## src/rtl/ctrl_pkg.sv

```systemverilog
// ============================================================================
//  Module      : ctrl_pkg
//  Description : Opcode/function constants, ALU/branch/jump encodings and the
//                packed control bundle shared by the ID control pipeline.
//  Revision    : 1.0  initial release
// ============================================================================
`default_nettype none

package ctrl_pkg;

  // Primary opcodes
  localparam logic [5:0] OP_SPECIAL = 6'h00;
  localparam logic [5:0] OP_REGIMM  = 6'h01;
  localparam logic [5:0] OP_J       = 6'h02;
  localparam logic [5:0] OP_JAL     = 6'h03;
  localparam logic [5:0] OP_BEQ     = 6'h04;
  localparam logic [5:0] OP_BNE     = 6'h05;
  localparam logic [5:0] OP_BLEZ    = 6'h06;
  localparam logic [5:0] OP_BGTZ    = 6'h07;
  localparam logic [5:0] OP_ADDIU   = 6'h09;
  localparam logic [5:0] OP_SLTI    = 6'h0A;
  localparam logic [5:0] OP_SLTIU   = 6'h0B;
  localparam logic [5:0] OP_ANDI    = 6'h0C;
  localparam logic [5:0] OP_ORI     = 6'h0D;
  localparam logic [5:0] OP_XORI    = 6'h0E;
  localparam logic [5:0] OP_LUI     = 6'h0F;
  localparam logic [5:0] OP_LB      = 6'h20;
  localparam logic [5:0] OP_LW      = 6'h23;
  localparam logic [5:0] OP_LBU     = 6'h24;
  localparam logic [5:0] OP_SB      = 6'h28;
  localparam logic [5:0] OP_SW      = 6'h2B;

  // SPECIAL function codes
  localparam logic [5:0] FN_SLL  = 6'h00;
  localparam logic [5:0] FN_SRL  = 6'h02;
  localparam logic [5:0] FN_SRA  = 6'h03;
  localparam logic [5:0] FN_SLLV = 6'h04;
  localparam logic [5:0] FN_SRLV = 6'h06;
  localparam logic [5:0] FN_SRAV = 6'h07;
  localparam logic [5:0] FN_JR   = 6'h08;
  localparam logic [5:0] FN_JALR = 6'h09;
  localparam logic [5:0] FN_ADDU = 6'h21;
  localparam logic [5:0] FN_SUBU = 6'h23;
  localparam logic [5:0] FN_AND  = 6'h24;
  localparam logic [5:0] FN_OR   = 6'h25;
  localparam logic [5:0] FN_XOR  = 6'h26;
  localparam logic [5:0] FN_NOR  = 6'h27;
  localparam logic [5:0] FN_SLT  = 6'h2A;
  localparam logic [5:0] FN_SLTU = 6'h2B;

  // REGIMM rt-field selectors
  localparam logic [4:0] RT_BLTZ = 5'h00;
  localparam logic [4:0] RT_BGEZ = 5'h01;

  // ALU operation encodings; zero is reserved for "no operation" so a
  // bubble is distinguishable from a real addu.
  localparam logic [3:0] ALU_NONE = 4'd0;
  localparam logic [3:0] ALU_ADDU = 4'd1;
  localparam logic [3:0] ALU_SUBU = 4'd2;
  localparam logic [3:0] ALU_SLT  = 4'd3;
  localparam logic [3:0] ALU_SLTU = 4'd4;
  localparam logic [3:0] ALU_AND  = 4'd5;
  localparam logic [3:0] ALU_OR   = 4'd6;
  localparam logic [3:0] ALU_NOR  = 4'd7;
  localparam logic [3:0] ALU_XOR  = 4'd8;
  localparam logic [3:0] ALU_SLL  = 4'd9;
  localparam logic [3:0] ALU_SRL  = 4'd10;
  localparam logic [3:0] ALU_SRA  = 4'd11;
  localparam logic [3:0] ALU_SLLV = 4'd12;
  localparam logic [3:0] ALU_SRLV = 4'd13;
  localparam logic [3:0] ALU_SRAV = 4'd14;
  localparam logic [3:0] ALU_LUI  = 4'd15;

  // Branch condition encodings
  localparam logic [2:0] BR_NONE = 3'd0;
  localparam logic [2:0] BR_BEQ  = 3'd1;
  localparam logic [2:0] BR_BNE  = 3'd2;
  localparam logic [2:0] BR_BGEZ = 3'd3;
  localparam logic [2:0] BR_BLTZ = 3'd4;
  localparam logic [2:0] BR_BGTZ = 3'd5;
  localparam logic [2:0] BR_BLEZ = 3'd6;

  // Jump encodings: JMP_J covers j/jal, JMP_JR covers jr/jalr
  localparam logic [1:0] JMP_NONE = 2'd0;
  localparam logic [1:0] JMP_J    = 2'd1;
  localparam logic [1:0] JMP_JR   = 2'd2;

  // Decoded control word carried from ID into EX
  typedef struct packed {
    logic [3:0] alu_ctr;
    logic       alu_src;     // 1 = immediate operand
    logic       reg_dst;     // 1 = write rd, 0 = write rt
    logic       ext_op;      // 1 = sign-extend immediate
    logic [2:0] branch_ctr;
    logic [1:0] jump_ctr;
    logic       mem_wr;
    logic       mem_rd;
    logic       mem_byte;
    logic       mem_ext_op;  // 1 = sign-extend loaded byte
    logic       reg_wr;
    logic       mem_to_reg;
    logic       is_link;     // write return address to $31
    logic       rt_src;      // rt is read as a source operand
  } ctrl_bundle_t;

endpackage : ctrl_pkg

`default_nettype wire

```

## src/rtl/ctrl_decode.sv

```systemverilog
// ============================================================================
//  Module      : ctrl_decode
//  Description : Combinational instruction decoder: instr -> ctrl_bundle_t
//                plus an illegal-instruction flag.
//  Revision    : 1.0  initial release
// ============================================================================
`default_nettype none

module ctrl_decode
  import ctrl_pkg::*;
(
  input  logic [31:0]  instr,
  output ctrl_bundle_t ctrl,
  output logic         illegal
);

  logic [5:0] op;
  logic [5:0] func;
  logic [4:0] rt;
  logic       unused_bits;

  assign op   = instr[31:26];
  assign func = instr[5:0];
  assign rt   = instr[20:16];

  // Register fields and immediates are resolved by the pipeline, not here
  assign unused_bits = ^{instr[25:21], instr[15:6]};

  // Opcode/function table; anything not matched is flagged illegal and left
  // as an all-zero (no-effect) bundle.
  always_comb begin
    ctrl    = '0;
    illegal = 1'b0;
    case (op)
      OP_SPECIAL: begin
        ctrl.reg_dst = 1'b1;
        ctrl.reg_wr  = 1'b1;
        ctrl.rt_src  = 1'b1;
        case (func)
          FN_ADDU: ctrl.alu_ctr = ALU_ADDU;
          FN_SUBU: ctrl.alu_ctr = ALU_SUBU;
          FN_SLT:  ctrl.alu_ctr = ALU_SLT;
          FN_SLTU: ctrl.alu_ctr = ALU_SLTU;
          FN_AND:  ctrl.alu_ctr = ALU_AND;
          FN_OR:   ctrl.alu_ctr = ALU_OR;
          FN_NOR:  ctrl.alu_ctr = ALU_NOR;
          FN_XOR:  ctrl.alu_ctr = ALU_XOR;
          FN_SLL:  ctrl.alu_ctr = ALU_SLL;
          FN_SRL:  ctrl.alu_ctr = ALU_SRL;
          FN_SRA:  ctrl.alu_ctr = ALU_SRA;
          FN_SLLV: ctrl.alu_ctr = ALU_SLLV;
          FN_SRLV: ctrl.alu_ctr = ALU_SRLV;
          FN_SRAV: ctrl.alu_ctr = ALU_SRAV;
          FN_JR: begin
            ctrl.jump_ctr = JMP_JR;
            ctrl.reg_wr   = 1'b0;
          end
          FN_JALR: begin
            ctrl.jump_ctr = JMP_JR;
            ctrl.is_link  = 1'b1;
          end
          default: begin
            ctrl    = '0;
            illegal = 1'b1;
          end
        endcase
      end
      OP_REGIMM: begin
        ctrl.ext_op = 1'b1;
        if (rt == RT_BLTZ)      ctrl.branch_ctr = BR_BLTZ;
        else if (rt == RT_BGEZ) ctrl.branch_ctr = BR_BGEZ;
        else begin
          ctrl    = '0;
          illegal = 1'b1;
        end
      end
      OP_J:   ctrl.jump_ctr = JMP_J;
      OP_JAL: begin
        ctrl.jump_ctr = JMP_J;
        ctrl.reg_wr   = 1'b1;
        ctrl.is_link  = 1'b1;
      end
      OP_BEQ, OP_BNE: begin
        ctrl.alu_ctr    = ALU_SUBU;
        ctrl.ext_op     = 1'b1;
        ctrl.rt_src     = 1'b1;
        ctrl.branch_ctr = (op == OP_BEQ) ? BR_BEQ : BR_BNE;
      end
      OP_BLEZ: begin
        ctrl.ext_op     = 1'b1;
        ctrl.branch_ctr = BR_BLEZ;
      end
      OP_BGTZ: begin
        ctrl.ext_op     = 1'b1;
        ctrl.branch_ctr = BR_BGTZ;
      end
      OP_ADDIU, OP_SLTI, OP_SLTIU: begin
        ctrl.alu_src = 1'b1;
        ctrl.ext_op  = 1'b1;
        ctrl.reg_wr  = 1'b1;
        ctrl.alu_ctr = (op == OP_ADDIU) ? ALU_ADDU :
                       (op == OP_SLTI)  ? ALU_SLT  : ALU_SLTU;
      end
      OP_ANDI, OP_ORI, OP_XORI, OP_LUI: begin
        ctrl.alu_src = 1'b1;
        ctrl.reg_wr  = 1'b1;
        ctrl.alu_ctr = (op == OP_ANDI) ? ALU_AND :
                       (op == OP_ORI)  ? ALU_OR  :
                       (op == OP_XORI) ? ALU_XOR : ALU_LUI;
      end
      OP_LW, OP_LB, OP_LBU: begin
        ctrl.alu_ctr    = ALU_ADDU;
        ctrl.alu_src    = 1'b1;
        ctrl.ext_op     = 1'b1;
        ctrl.mem_rd     = 1'b1;
        ctrl.mem_to_reg = 1'b1;
        ctrl.reg_wr     = 1'b1;
        ctrl.mem_byte   = (op != OP_LW);
        ctrl.mem_ext_op = (op == OP_LB);
      end
      OP_SW, OP_SB: begin
        ctrl.alu_ctr  = ALU_ADDU;
        ctrl.alu_src  = 1'b1;
        ctrl.ext_op   = 1'b1;
        ctrl.mem_wr   = 1'b1;
        ctrl.rt_src   = 1'b1;
        ctrl.mem_byte = (op == OP_SB);
      end
      default: illegal = 1'b1;
    endcase
  end

endmodule : ctrl_decode

`default_nettype wire

```

## src/rtl/id_ctrl_pipe.sv

```systemverilog
// ============================================================================
//  Module      : id_ctrl_pipe
//  Description : Registered decode/control pipeline (ID/EX, EX/MEM, MEM/WB)
//                with load-use stall, flush and external hold handling.
//  Revision    : 1.0  initial release
// ============================================================================
`default_nettype none

module id_ctrl_pipe
  import ctrl_pkg::*;
#(
  parameter int RA_W         = 5,
  parameter int HAZARD_EN    = 1,
  parameter int ILLEGAL_TRAP = 1
) (
  input  logic            clk,
  input  logic            rst_n,
  input  logic [31:0]     instr,
  input  logic            instr_valid,
  input  logic            flush,
  input  logic            hold,
  output logic            stall_id,
  output logic            illegal,
  output logic            ex_valid,
  output logic            mem_valid,
  output logic            wb_valid,
  output logic [3:0]      ex_alu_ctr,
  output logic            ex_alu_src,
  output logic            ex_reg_dst,
  output logic            ex_ext_op,
  output logic [2:0]      ex_branch_ctr,
  output logic [1:0]      ex_jump_ctr,
  output logic            mem_wr,
  output logic            mem_rd,
  output logic            mem_byte,
  output logic            mem_ext_op,
  output logic            wb_reg_wr,
  output logic            wb_mem_to_reg,
  output logic            wb_is_link,
  output logic [RA_W-1:0] wb_addr
);

  // ---------------------------------------------------------------- ID ----
  ctrl_bundle_t    dec_ctrl;
  logic            dec_illegal;
  logic [RA_W-1:0] id_rs;
  logic [RA_W-1:0] id_rt;
  logic [RA_W-1:0] id_rd;
  logic [RA_W-1:0] id_addr;
  logic            trap;
  logic            hazard;
  logic            advance;
  logic            load_ex;

  ctrl_decode u_decode (
    .instr   (instr),
    .ctrl    (dec_ctrl),
    .illegal (dec_illegal)
  );

  assign id_rs = instr[21 +: RA_W];
  assign id_rt = instr[16 +: RA_W];
  assign id_rd = instr[11 +: RA_W];

  // Link instructions always target the top register ($31)
  assign id_addr = dec_ctrl.is_link ? {RA_W{1'b1}} :
                   dec_ctrl.reg_dst ? id_rd : id_rt;

  // ------------------------------------------------------ stage registers --
  logic            ex_valid_q;
  ctrl_bundle_t    ex_ctrl_q;
  logic [RA_W-1:0] ex_addr_q;
  logic            illegal_q;

  logic            mem_valid_q;
  logic            mem_wr_q;
  logic            mem_rd_q;
  logic            mem_byte_q;
  logic            mem_ext_op_q;
  logic            mem_reg_wr_q;
  logic            mem_mem_to_reg_q;
  logic            mem_is_link_q;
  logic [RA_W-1:0] mem_addr_q;

  logic            wb_valid_q;
  logic            wb_reg_wr_q;
  logic            wb_mem_to_reg_q;
  logic            wb_is_link_q;
  logic [RA_W-1:0] wb_addr_q;

  // Load in EX whose destination is read by the instruction in ID; $0 never
  // creates a dependency. flush kills the consumer, so no stall is needed.
  assign hazard = ex_valid_q & ex_ctrl_q.mem_rd & (ex_addr_q != '0) &
                  ((ex_addr_q == id_rs) |
                   (dec_ctrl.rt_src & (ex_addr_q == id_rt)));

  assign stall_id = (HAZARD_EN != 0) & hazard & ~flush;
  assign trap     = (ILLEGAL_TRAP != 0) & dec_illegal;
  assign advance  = instr_valid & ~stall_id & ~flush & ~hold;
  assign load_ex  = advance & ~trap;

  // ID/EX register: take the decoded bundle on advance, otherwise a bubble;
  // hold freezes everything including the illegal pulse.
  always_ff @(posedge clk or negedge rst_n) begin
    if (!rst_n) begin
      ex_valid_q <= 1'b0;
      ex_ctrl_q  <= '0;
      ex_addr_q  <= '0;
      illegal_q  <= 1'b0;
    end else if (!hold) begin
      ex_valid_q <= load_ex;
      ex_ctrl_q  <= load_ex ? dec_ctrl : '0;
      ex_addr_q  <= load_ex ? id_addr : '0;
      illegal_q  <= advance & trap;
    end
  end

  // EX/MEM register: shifts every cycle unless held
  always_ff @(posedge clk or negedge rst_n) begin
    if (!rst_n) begin
      mem_valid_q      <= 1'b0;
      mem_wr_q         <= 1'b0;
      mem_rd_q         <= 1'b0;
      mem_byte_q       <= 1'b0;
      mem_ext_op_q     <= 1'b0;
      mem_reg_wr_q     <= 1'b0;
      mem_mem_to_reg_q <= 1'b0;
      mem_is_link_q    <= 1'b0;
      mem_addr_q       <= '0;
    end else if (!hold) begin
      mem_valid_q      <= ex_valid_q;
      mem_wr_q         <= ex_ctrl_q.mem_wr;
      mem_rd_q         <= ex_ctrl_q.mem_rd;
      mem_byte_q       <= ex_ctrl_q.mem_byte;
      mem_ext_op_q     <= ex_ctrl_q.mem_ext_op;
      mem_reg_wr_q     <= ex_ctrl_q.reg_wr;
      mem_mem_to_reg_q <= ex_ctrl_q.mem_to_reg;
      mem_is_link_q    <= ex_ctrl_q.is_link;
      mem_addr_q       <= ex_addr_q;
    end
  end

  // MEM/WB register: shifts every cycle unless held
  always_ff @(posedge clk or negedge rst_n) begin
    if (!rst_n) begin
      wb_valid_q      <= 1'b0;
      wb_reg_wr_q     <= 1'b0;
      wb_mem_to_reg_q <= 1'b0;
      wb_is_link_q    <= 1'b0;
      wb_addr_q       <= '0;
    end else if (!hold) begin
      wb_valid_q      <= mem_valid_q;
      wb_reg_wr_q     <= mem_reg_wr_q;
      wb_mem_to_reg_q <= mem_mem_to_reg_q;
      wb_is_link_q    <= mem_is_link_q;
      wb_addr_q       <= mem_addr_q;
    end
  end

  // ------------------------------------------------------------ outputs ---
  assign illegal       = illegal_q;
  assign ex_valid      = ex_valid_q;
  assign mem_valid     = mem_valid_q;
  assign wb_valid      = wb_valid_q;

  assign ex_alu_ctr    = ex_ctrl_q.alu_ctr;
  assign ex_alu_src    = ex_ctrl_q.alu_src;
  assign ex_reg_dst    = ex_ctrl_q.reg_dst;
  assign ex_ext_op     = ex_ctrl_q.ext_op;
  assign ex_branch_ctr = ex_ctrl_q.branch_ctr;
  assign ex_jump_ctr   = ex_ctrl_q.jump_ctr;

  // Write enables are qualified so a bubble can never write
  assign mem_wr        = mem_valid_q & mem_wr_q;
  assign mem_rd        = mem_valid_q & mem_rd_q;
  assign mem_byte      = mem_byte_q;
  assign mem_ext_op    = mem_ext_op_q;

  assign wb_reg_wr     = wb_valid_q & wb_reg_wr_q;
  assign wb_mem_to_reg = wb_mem_to_reg_q;
  assign wb_is_link    = wb_is_link_q;
  assign wb_addr       = wb_addr_q;

  // rt_src only matters while the instruction is still in ID
  logic unused_ex;
  assign unused_ex = ex_ctrl_q.rt_src;

endmodule : id_ctrl_pipe

`default_nettype wire

```

## config.mk

```make
export PLATFORM = sky130hd
export DESIGN_NAME = id_ctrl_pipe
export DESIGN_NICKNAME = d
export VERILOG_FILES = /design/src/rtl/ctrl_pkg.sv /design/src/rtl/ctrl_decode.sv /design/src/rtl/id_ctrl_pipe.sv
export SDC_FILE = /design/constraint.sdc
export NUM_CORES = 1
export LEC_CHECK = 0
export BUFFER_PORTS_ARGS = -buffer_cell sky130_fd_sc_hd__clkbuf_2
export CAP_MARGIN = 20
export CORE_MARGIN = 2
export CORE_UTILIZATION = 50
export CTS_CLUSTER_DIAMETER = 40
export CTS_CLUSTER_SIZE = 30
export DETAILED_ROUTE_END_ITERATION = 7
export HOLD_SLACK_MARGIN = 0.1
export PLACE_DENSITY = 0.85
export SYNTH_ARGS = -nofsm -noshare
export SYNTH_HDL_FRONTEND = slang
export SYNTH_SLANG_ARGS = --single-unit
export TNS_END_PERCENT = 100
```

## constraint.sdc

```tcl
create_clock -name clk -period 4.5 [get_ports clk]
set_input_delay 0.45 -clock clk [delete_from_list [all_inputs] [get_ports clk]]
set_output_delay 0.45 -clock clk [all_outputs]
set_load 0.05 [all_outputs]
```

Yosys cells after proc, flatten, opt, wreduce, memory -nomap -nowiden
Index checks and enable logic that the tools add are counted.
{ "word_totals": {"out_inout_bits": 29, "word_cells": 142, "inputBits": 37, "reg_bits": 48} }
{ "op_classes": {"eq_ne": 38, "bitwise": 18, "mux": 37, "reduce_logical": 19} }
{ "ops": {"columns": ["cell", "n"], "rows": [
  ["$eq A6 B6 Y1 const B", 13],
  ["$pmux W4 S14", 1],
  ["$eq A6 B4 Y1 const B", 9],
  ["$eq A6 B3 Y1 const B", 7],
  ["$eq A6 B2 Y1 const B", 4],
  ["$pmux W4 S6", 1],
  ["$reduce_or A12 Y1", 2],
  ["$mux W20", 1],
  ["$mux W5", 4],
  ["$reduce_or A18 Y1", 1],
  ["$reduce_or A16 Y1", 1],
  ["$pmux W3 S5", 1],
  ["$reduce_or A15 Y1", 1],
  ["$and A1 B1 Y1", 13],
  ["$logic_not A6 Y1", 2],
  ["$mux W4", 3],
  ["$reduce_or A11 Y1", 1],
  ["$eq A5 B5 Y1", 2],
  ["$mux W1", 10],
  ["$pmux W1 S2", 5],
  ["$mux W3", 3],
  ["$pmux W1 S3", 3],
  ["$reduce_or A2 Y1", 4],
  ["$reduce_or A4 Y1", 2],
  ["12 further kinds", 18]
]} }

Logic depth before layout (Yosys ltp)
Gate-level depths: netlist of run 1.
{ "depth": {"depth_word": 14, "mapped_depth": 8, "depth_no_buf": 6} }

Hierarchy
From an unflattened synthesis of run 1, not the netlist that was laid out.
{ "hier_totals": {"hier_cells": 347, "area_unflattened_um2": 3228.1} }
{ "by_module_without_submodules": {"columns": ["mod", "cells_each", "n_inst", "seq_area_each_um2", "area_per_inst_um2"], "rows": [
  ["id_ctrl_pipe", 217, 1, 1201.2, 2411.1],
  ["ctrl_decode", 130, 1, 0.0, 817.0]
]} }

Least setup slack after synthesis of run 1
OpenSTA, ideal clock, no wires.
{ "synth_path": {"path_type": "in2out", "from": "input port instr[27]", "to": "output port stall_id", "path_stages": 6, "required_time_ns": 4.050, "path_buffers": 1, "t_arrival_ns": 1.906, "slack_ns": 2.144, "path_cell_list": "buf_2 nor3_2 o311ai_2 nand3b_4 a31o_2 nand2_1"} }
{ "synth_via": {"elab_chain_len": 7, "word_cells_on_any_way": 11, "cone_classes": "eq/ne (4); mux (1); bitwise (4); reduce/logical (2)"} }
{ "synth_rtl": {"columns": ["element", "line", "source"], "rows": [
  ["start, declared", "id_ctrl_pipe.sv:18", "input logic [31:0] instr,"],
  ["$eq A6 B3 Y1 or $eq A6 B6 Y1 (tied branches)", "ctrl_decode.sv:34", "case (op)"],
  ["$reduce_or A4 Y1 (no source line)", null, null],
  ["$pmux W1 S2 (*)", "ctrl_decode.sv:34", null],
  ["$and A1 B1 Y1 (*)", "id_ctrl_pipe.sv:95", "(dec_ctrl.rt_src & (ex_addr_q == id_rt)));"],
  ["$or A1 B1 Y1 (*)", "id_ctrl_pipe.sv:94", "((ex_addr_q == id_rs) |"],
  ["$and A1 B1 Y1 (*)", "id_ctrl_pipe.sv:93", "assign hazard = ex_valid_q & ex_ctrl_q.mem_rd & (ex_addr_q != '0) &"],
  ["$and A1 B1 Y1 (*)", "id_ctrl_pipe.sv:97", "assign stall_id = (HAZARD_EN != 0) & hazard & ~flush;"],
  ["end, declared", "id_ctrl_pipe.sv:22", "output logic stall_id,"]
]} }
Every way passes the cells marked *; elsewhere a longest branch is shown, timed or not.

Worst setup path in the final report of run 1
{ "layout_path": {"from": "input port instr[28]", "to": "output port stall_id"} }
The elaborated chain is that of the path after synthesis.

==> impl_metrics.py, run 1 <==
metrics = {
    "timing": {
        "max_freq_mhz": 355,
        "drv_slew": 0,
        "period_minus_slack_ps": 2810,
        "hold_ws_ps": 96.0,
        "finalCritPeriodShare_pct": 62.5,
        "rsz0062_at_grt": "false",
        "finalHoldViolCount": 0,
        "worst_clock_skew_ps": 8.31,
        "relSlewSlack_pct": 32.8,
        "tightest_slew_ps": 1010,
        "setup_tns_ps": 0,
        "setup-violations-final": 0,
        "setup_ws_ps": 1690,
    },
    "power": {
        "seqPwrFrac_pct": 45.8,
        "p_sw_uw": 244,
        "combPwrFrac_pct": 15.8,
        "power.share.clock_pct": 38.4,
        "ir_drop_mv": 0.220,
        "power.share.switching_pct": 25.9,
        "power_per_cell_area_nw_per_um2": 300,
        "p_int_uw": 697,
        "leakagePower_nw": 1.53,
    },
    "finish": {
        "antennaDiodeCount": 0,
        "layout-area-overhead-vs-synth_pct": 14.6,
        "largest_reg_flops": 6,
        "final_core_util_pct": 60.1,
        "top_register": "ex_ctrl_q",
        "final_nets": 365,
        "drive_gt1_share_pct": 30.1,
        "instances_no_fill": 399,
    },
    "global_route": {
        "grt.overflow.total": 0,
        "grt_max_degree": 48,
        "antenna_found_initial": 0,
        "grtUsageTotal_pct": 20.8,
        "grt_pass1_wl_um": 10100,
        "grt_pass1_vias": 2126,
    },
    "clock_network": {
        "holdBufCountCts": 0,
        "cts_setup_buffers": 0,
        "clockRootBuffer": "clkbuf_8",
        "clkTransAtPathRegs_ps": 90,
        "clk_latency_ps": 300,
        "numClockSinks": 46,
        "cts_tree": "built",
        "clockBufferDepth": 2,
        "cts_inserted_buffers": 5,
        "h-tree-depth": 2,
        "ctsResizeCount": 0,
    },
    "route": {
        "viasPerCell": 5.65,
        "drc_errors": 0,
        "dr.pass1.iters": 4,
        "wl_per_cell_um": 15.3,
        "drt_iter0_drc": 135,
        "drt_wl_total_um": 6110,
        "ant_nets": 0,
        "vias": 2256,
    },
    "floorplanning": {
        "die_area_sq_um": 6070,
        "ioPinCount": 66,
        "die_h_um": 77.9,
        "coreArea_sq_um": 5200,
        "rows": 26,
        "fp.dieW_um": 77.9,
        "initial_core_util_pct": 52.5,
    },
    "synth": {
        "syn-num-nets": 325,
        "synth_edf_count": 0,
        "syn_area_sq_um": 2730,
        "synth_cells": 288,
        "synth_cell_types": 52,
        "avgSynthCellArea_sq_um": 9.49,
        "synth_warnings": 0,
        "async_reset_ff_share_pct": 100,
        "ys_ff_latch": 46,
        "ys.flop_type": "dfrtp_1",
        "seq_area_frac_synth_pct": 42.1,
    },
    "worst_setup_path": {
        "ff2ff_path_depth": 6,
        "critPathMaxFanout": 14,
        "critical_path_class": "input port to primary output",
        "cp-start-kind": "input port",
        "critPathRequiredTime_ps": 4050,
        "end_kind": "primary output",
        "cp_data_arrival_time_ps": 2360,
    },
    "placement": {
        "preCtsSetupSlack_ps": 1680,
        "dp_hpwl_um": 4340,
        "gp_congestion": 0.862,
        "dp.cells": 390,
        "portBuffers": 60,
    },
    "flow_run": {
        "cap_violations": 0,
    },
    "status": {
        "status": "finished clean",
    },
    "hold_path": {
        "min_path_type": "input port to asynchronous set/reset pin",
    },
}
## critical path, stage by stage
cell and delay, ps:
clkbuf_2 210, nor4_4 540, o311ai_2 210, nand3b_4 290, a31o_2 290, nand2_1 80
clkbuf_2 280
## synthesized netlist by cell type, types with 2 or more instances
library cell / number / area, sq um
dfrtp_1: 46 / 1150
nand2_1: 31 / 116
o21ai_0: 26 / 130
mux2_2: 21 / 236
nor2_1: 19 / 71.3
clkbuf_1: 14 / 52.6
a21oi_1: 10 / 50.1
buf_4: 10 / 75.1
inv_1: 8 / 30.0
xor2_1: 7 / 61.3
mux2i_1: 6 / 60.1
nor2b_1: 6 / 37.5
nor3_1: 6 / 30.0
xnor2_1: 6 / 52.6
a22o_1: 5 / 43.8
and2_1: 4 / 25.0
buf_2: 4 / 20.0
nand2b_1: 4 / 25.0
nand3_1: 4 / 20.0
a221oi_1: 3 / 26.3
a2bb2oi_1: 3 / 26.3
nand4_1: 3 / 18.8
o22ai_1: 3 / 18.8
o31ai_1: 3 / 22.5
or3_1: 3 / 18.8
a22oi_1: 2 / 15.0
a32oi_1: 2 / 17.5
nand3b_1: 2 / 15.0
nor3b_1: 2 / 15.0
nor4_1: 2 / 12.5
o41ai_1: 2 / 17.5
## layout make-up
type,instances,area [sq um]
Clock buffer,5,68.8
Clock inverter,3,68.8
Fill cell,452,2070
Inverter,8,30.0
Multi-Input combinational cell,206,1400
Sequential cell,46,1150
Tap cell,70,87.6
Timing Repair Buffer,61,320
## path summary, 6_finish.rpt
check	startpoint	end	slack [ps]
worst max-delay path	instr[28]	stall_id	1690
worst min register to register	ex_branch_ctr[2]	ex_branch_ctr[2]	490
worst min-delay path	rst_n	mem_addr_q[2]	100
worst max register to register	ex_addr_q[3]	ex_addr_q[3]	2710
min in group clk	instr[4]	ex_jump_ctr[1]	480
max in group asynchronous	rst_n	ex_alu_ctr[1]	3890
## layer usage
layer	part of all wire [%]	wire [um]	vias to the layer above	track usage [%]
met1	45	2750	1081	28.8
met5	0	0	-	0
li1	-	-	1096	-
met3	4.9	297	5	3.84
met2	49	3010	74	33.8
met4	0.97	59	0	5.61
## logic make-up after synthesis
group,Yosys count,share of synthesized area (%)
and+or+nand+nor,96,19.3
AOI/OAI and AO/OA,70,17.1
muxes,27,10.9
xor gates and xnor gates,13,4.17
buffers and inverters,36,6.50
DFF,46,42.1
## per-stage QoR
stage               instance area [sq um]  total power, mW
global placement                     2970            0.580
floorplan                            2730            0.538
finish                               3130            0.941
CTS                                  3110            0.944
detailed placement                   2970            0.584
global route                         3130            0.980
## power by group through the flow
| stage | Sequential [mW] | Combinational [mW] | Clock, mW |
|---|---|---|---|
| final | 0.431 | 0.148 | 0.361 |
| after global routing | 0.433 | 0.162 | 0.385 |
| after CTS | 0.431 | 0.145 | 0.367 |
| after detailed placement | 0.439 | 0.145 | 0 |
| after global placement | 0.439 | 0.141 | 0 |
| after floorplan | 0.456 | 0.0827 | 0 |
## cells in the final DEF (no fill, tap or decap), types with 3 or more instances in the layout
master	count
nand3_1	4
a221oi_1	3
inv_1	8
nand2_1	31
o31ai_1	3
nor3_1	6
o22ai_1	3
and2_1	4
nor2_1	19
clkbuf_8	5
dfrtp_1	46
nand4_1	3
xor2_1	7
or3_1	3
xnor2_1	6
o21ai_0	26
a2bb2oi_1	3
nor2b_1	6
clkbuf_2	60
a21oi_1	10
mux2_2	21
nand2b_1	4
a22o_1	5
mux2i_1	6
Power figures use the tool's default switching activity.
==> inputs of run 2 (changes only) <==
CORE_UTILIZATION = 48   (was 50)
PLACE_DENSITY = 0.86   (was 0.85)
clock period = 2.3 ns   (was 4.5 ns; I/O delays follow)
==> run 2 against run 1 <==
Net effect:
- sequential cell count unchanged
- clock power increased by 66%
- clock skew decreased by 1.1 ps
- critical endpoint unchanged
==> impl_metrics.py, run 2 (same netlist as run 1, synthesis figures left out) <==
metrics = {
    "status": {
        "status": "finished clean",
    },
    "finish": {
        "final_nets": 372,
        "layout_commonest_cell": "clkbuf_2",
        "fin_area_sq_um": 3150,
        "final_cell_mix": "60 x clkbuf_2, 46 x dfrtp_1, 31 x nand2_1, 26 x o21ai_0, 21 x mux2_2",
        "antennaDiodeCount": 0,
        "largest_reg_flops": 6,
        "drive_gt1_share_pct": 31.3,
        "top_register": "ex_ctrl_q",
        "layout-area-overhead-vs-synth_pct": 15.3,
    },
    "timing": {
        "setup_tns_ps": 0,
        "finalCritPeriodShare_pct": 92.3,
        "hold_ws_ps": 261,
        "setup-violations-final": 0,
        "tightest_slew_ps": 563,
        "max_freq_mhz": 471,
        "setup_ws_ps": 176,
        "worst_clock_skew_ps": 7.20,
        "period_minus_slack_ps": 2120,
        "rsz0062_at_grt": "false",
        "relSlewSlack_pct": 62.4,
        "drv_slew": 0,
        "finalHoldViolCount": 0,
    },
    "floorplanning": {
        "ioPinCount": 66,
        "initial_core_util_pct": 49.6,
        "coreArea_sq_um": 5510,
        "fp.dieW_um": 79.5,
        "die_h_um": 79.5,
        "rows": 27,
        "die_area_sq_um": 6310,
    },
    "clock_network": {
        "clkTransAtPathRegs_ps": 90,
        "holdBufCountCts": 1,
        "clk_latency_ps": 300,
        "cts_setup_buffers": 0,
        "clockRootBuffer": "clkbuf_8",
        "h-tree-depth": 2,
        "cts_inserted_buffers": 5,
        "cts_tree": "built",
        "clockBufferDepth": 2,
        "numClockSinks": 46,
        "ctsResizeCount": 0,
    },
    "power": {
        "ir_drop_mv": 0.406,
        "leakagePower_nw": 1.55,
        "power_per_cell_area_nw_per_um2": 552,
        "p_int_mw": 1.26,
        "power.share.switching_pct": 27.6,
        "power.share.clock_pct": 34.6,
        "p_total_mw": 1.74,
        "combPwrFrac_pct": 16.9,
        "p_sw_uw": 480,
        "seqPwrFrac_pct": 48.5,
    },
    "placement": {
        "placed_cell_area_sq_um": 3030,
        "portBuffers": 60,
        "gp_congestion": 0.910,
        "dp_hpwl_um": 4450,
        "preCtsSetupSlack_ps": 225,
    },
    "route": {
        "ant_nets": 0,
        "viasPerCell": 5.63,
        "wl_per_cell_um": 15.0,
        "dr.pass1.iters": 4,
        "drt_iter0_drc": 140,
        "drt_wl_total_um": 6110,
        "drc_errors": 0,
        "vias": 2295,
    },
    "worst_setup_path": {
        "critical_path_class": "flip-flop to primary output",
        "path_buf_inv": 1,
        "cp-start-kind": "flip-flop",
        "cp_data_arrival_time_ps": 1890,
        "end_kind": "primary output",
        "critPathMaxFanout": 5,
        "critPathRequiredTime_ps": 2070,
        "critical_path.slowest_cell": "dfrtp_1",
        "worstPathCellList": "xor2_1 -> nor3_1 -> nand4_1 -> a31o_2 -> nand2_1 -> clkbuf_2",
        "cpPeakStageDelay_ps": 470,
        "cp_top_family": "flip-flops",
    },
    "flow_run": {
        "cap_violations": 0,
    },
    "global_route": {
        "grtUsageTotal_pct": 20.2,
        "grt_pass1_wl_um": 10100,
        "grt.overflow.total": 0,
        "grt_max_degree": 47,
        "antenna_found_initial": 0,
        "grt_pass1_vias": 2100,
    },
    "hold_path": {
        "min_path_type": "input port to flip-flop",
    },
}
-- run 2: tightest hold or removal path, cell delays in order --
cell and delay (ps):
clkbuf_2 80, mux2i_1 60, nand2_1 60, a22o_1 110
-- run 2: final cells by class --
cell class | count | area, sq um
Clock buffer | 5 | 68.8
Clock inverter | 3 | 43.8
Fill cell | 499 | 2360
Inverter | 8 | 30.0
Multi-Input combinational cell | 206 | 1400
Sequential cell | 46 | 1150
Tap cell | 72 | 90.1
Timing Repair Buffer | 68 | 363
-- run 2: per-stage QoR --
step | util, % | cells
floorplan | - | 288
global placement | 55.0 | 399
detailed placement | 55.0 | 399
CTS | 57.2 | 408
global route | 57.2 | 408
finish | 57.2 | 408
-- run 2: path summary, 6_finish.rpt --
path | start | end | slack (ps) | depth (start not counted)
worst max-delay path | ex_addr_q[3] | stall_id | 180 | 6
worst min-delay path | instr[15] | ex_addr_q[4] | 260 | 4
worst max register to register | ex_addr_q[3] | ex_ctrl_q[6] | 530 | 6
worst min register to register | ex_ctrl_q[3] | ex_ctrl_q[3] | 490 | 2
max in group asynchronous | rst_n | mem_is_link_q | 1380 | 3
min in group asynchronous | rst_n | wb_addr[3] | 540 | 3
-- run 2: power by group through the flow --
| stage | combinational [mW] | clock [mW] | sequential [mW] |
|---|---|---|---|
| after floorplan | 0.162 | 0 | 0.891 |
| after global placement | 0.284 | 0 | 0.858 |
| after detailed placement | 0.291 | 0 | 0.860 |
| after CTS | 0.293 | 0.617 | 0.843 |
| after global routing | 0.322 | 0.650 | 0.846 |
| final | 0.293 | 0.601 | 0.843 |
-- run 2: metal layers --
layer	GRT usage (%)	wire length, um
met5	0	0
met4	5.86	76
met3	3.73	324
met2	33.9	2940
met1	26.7	2770
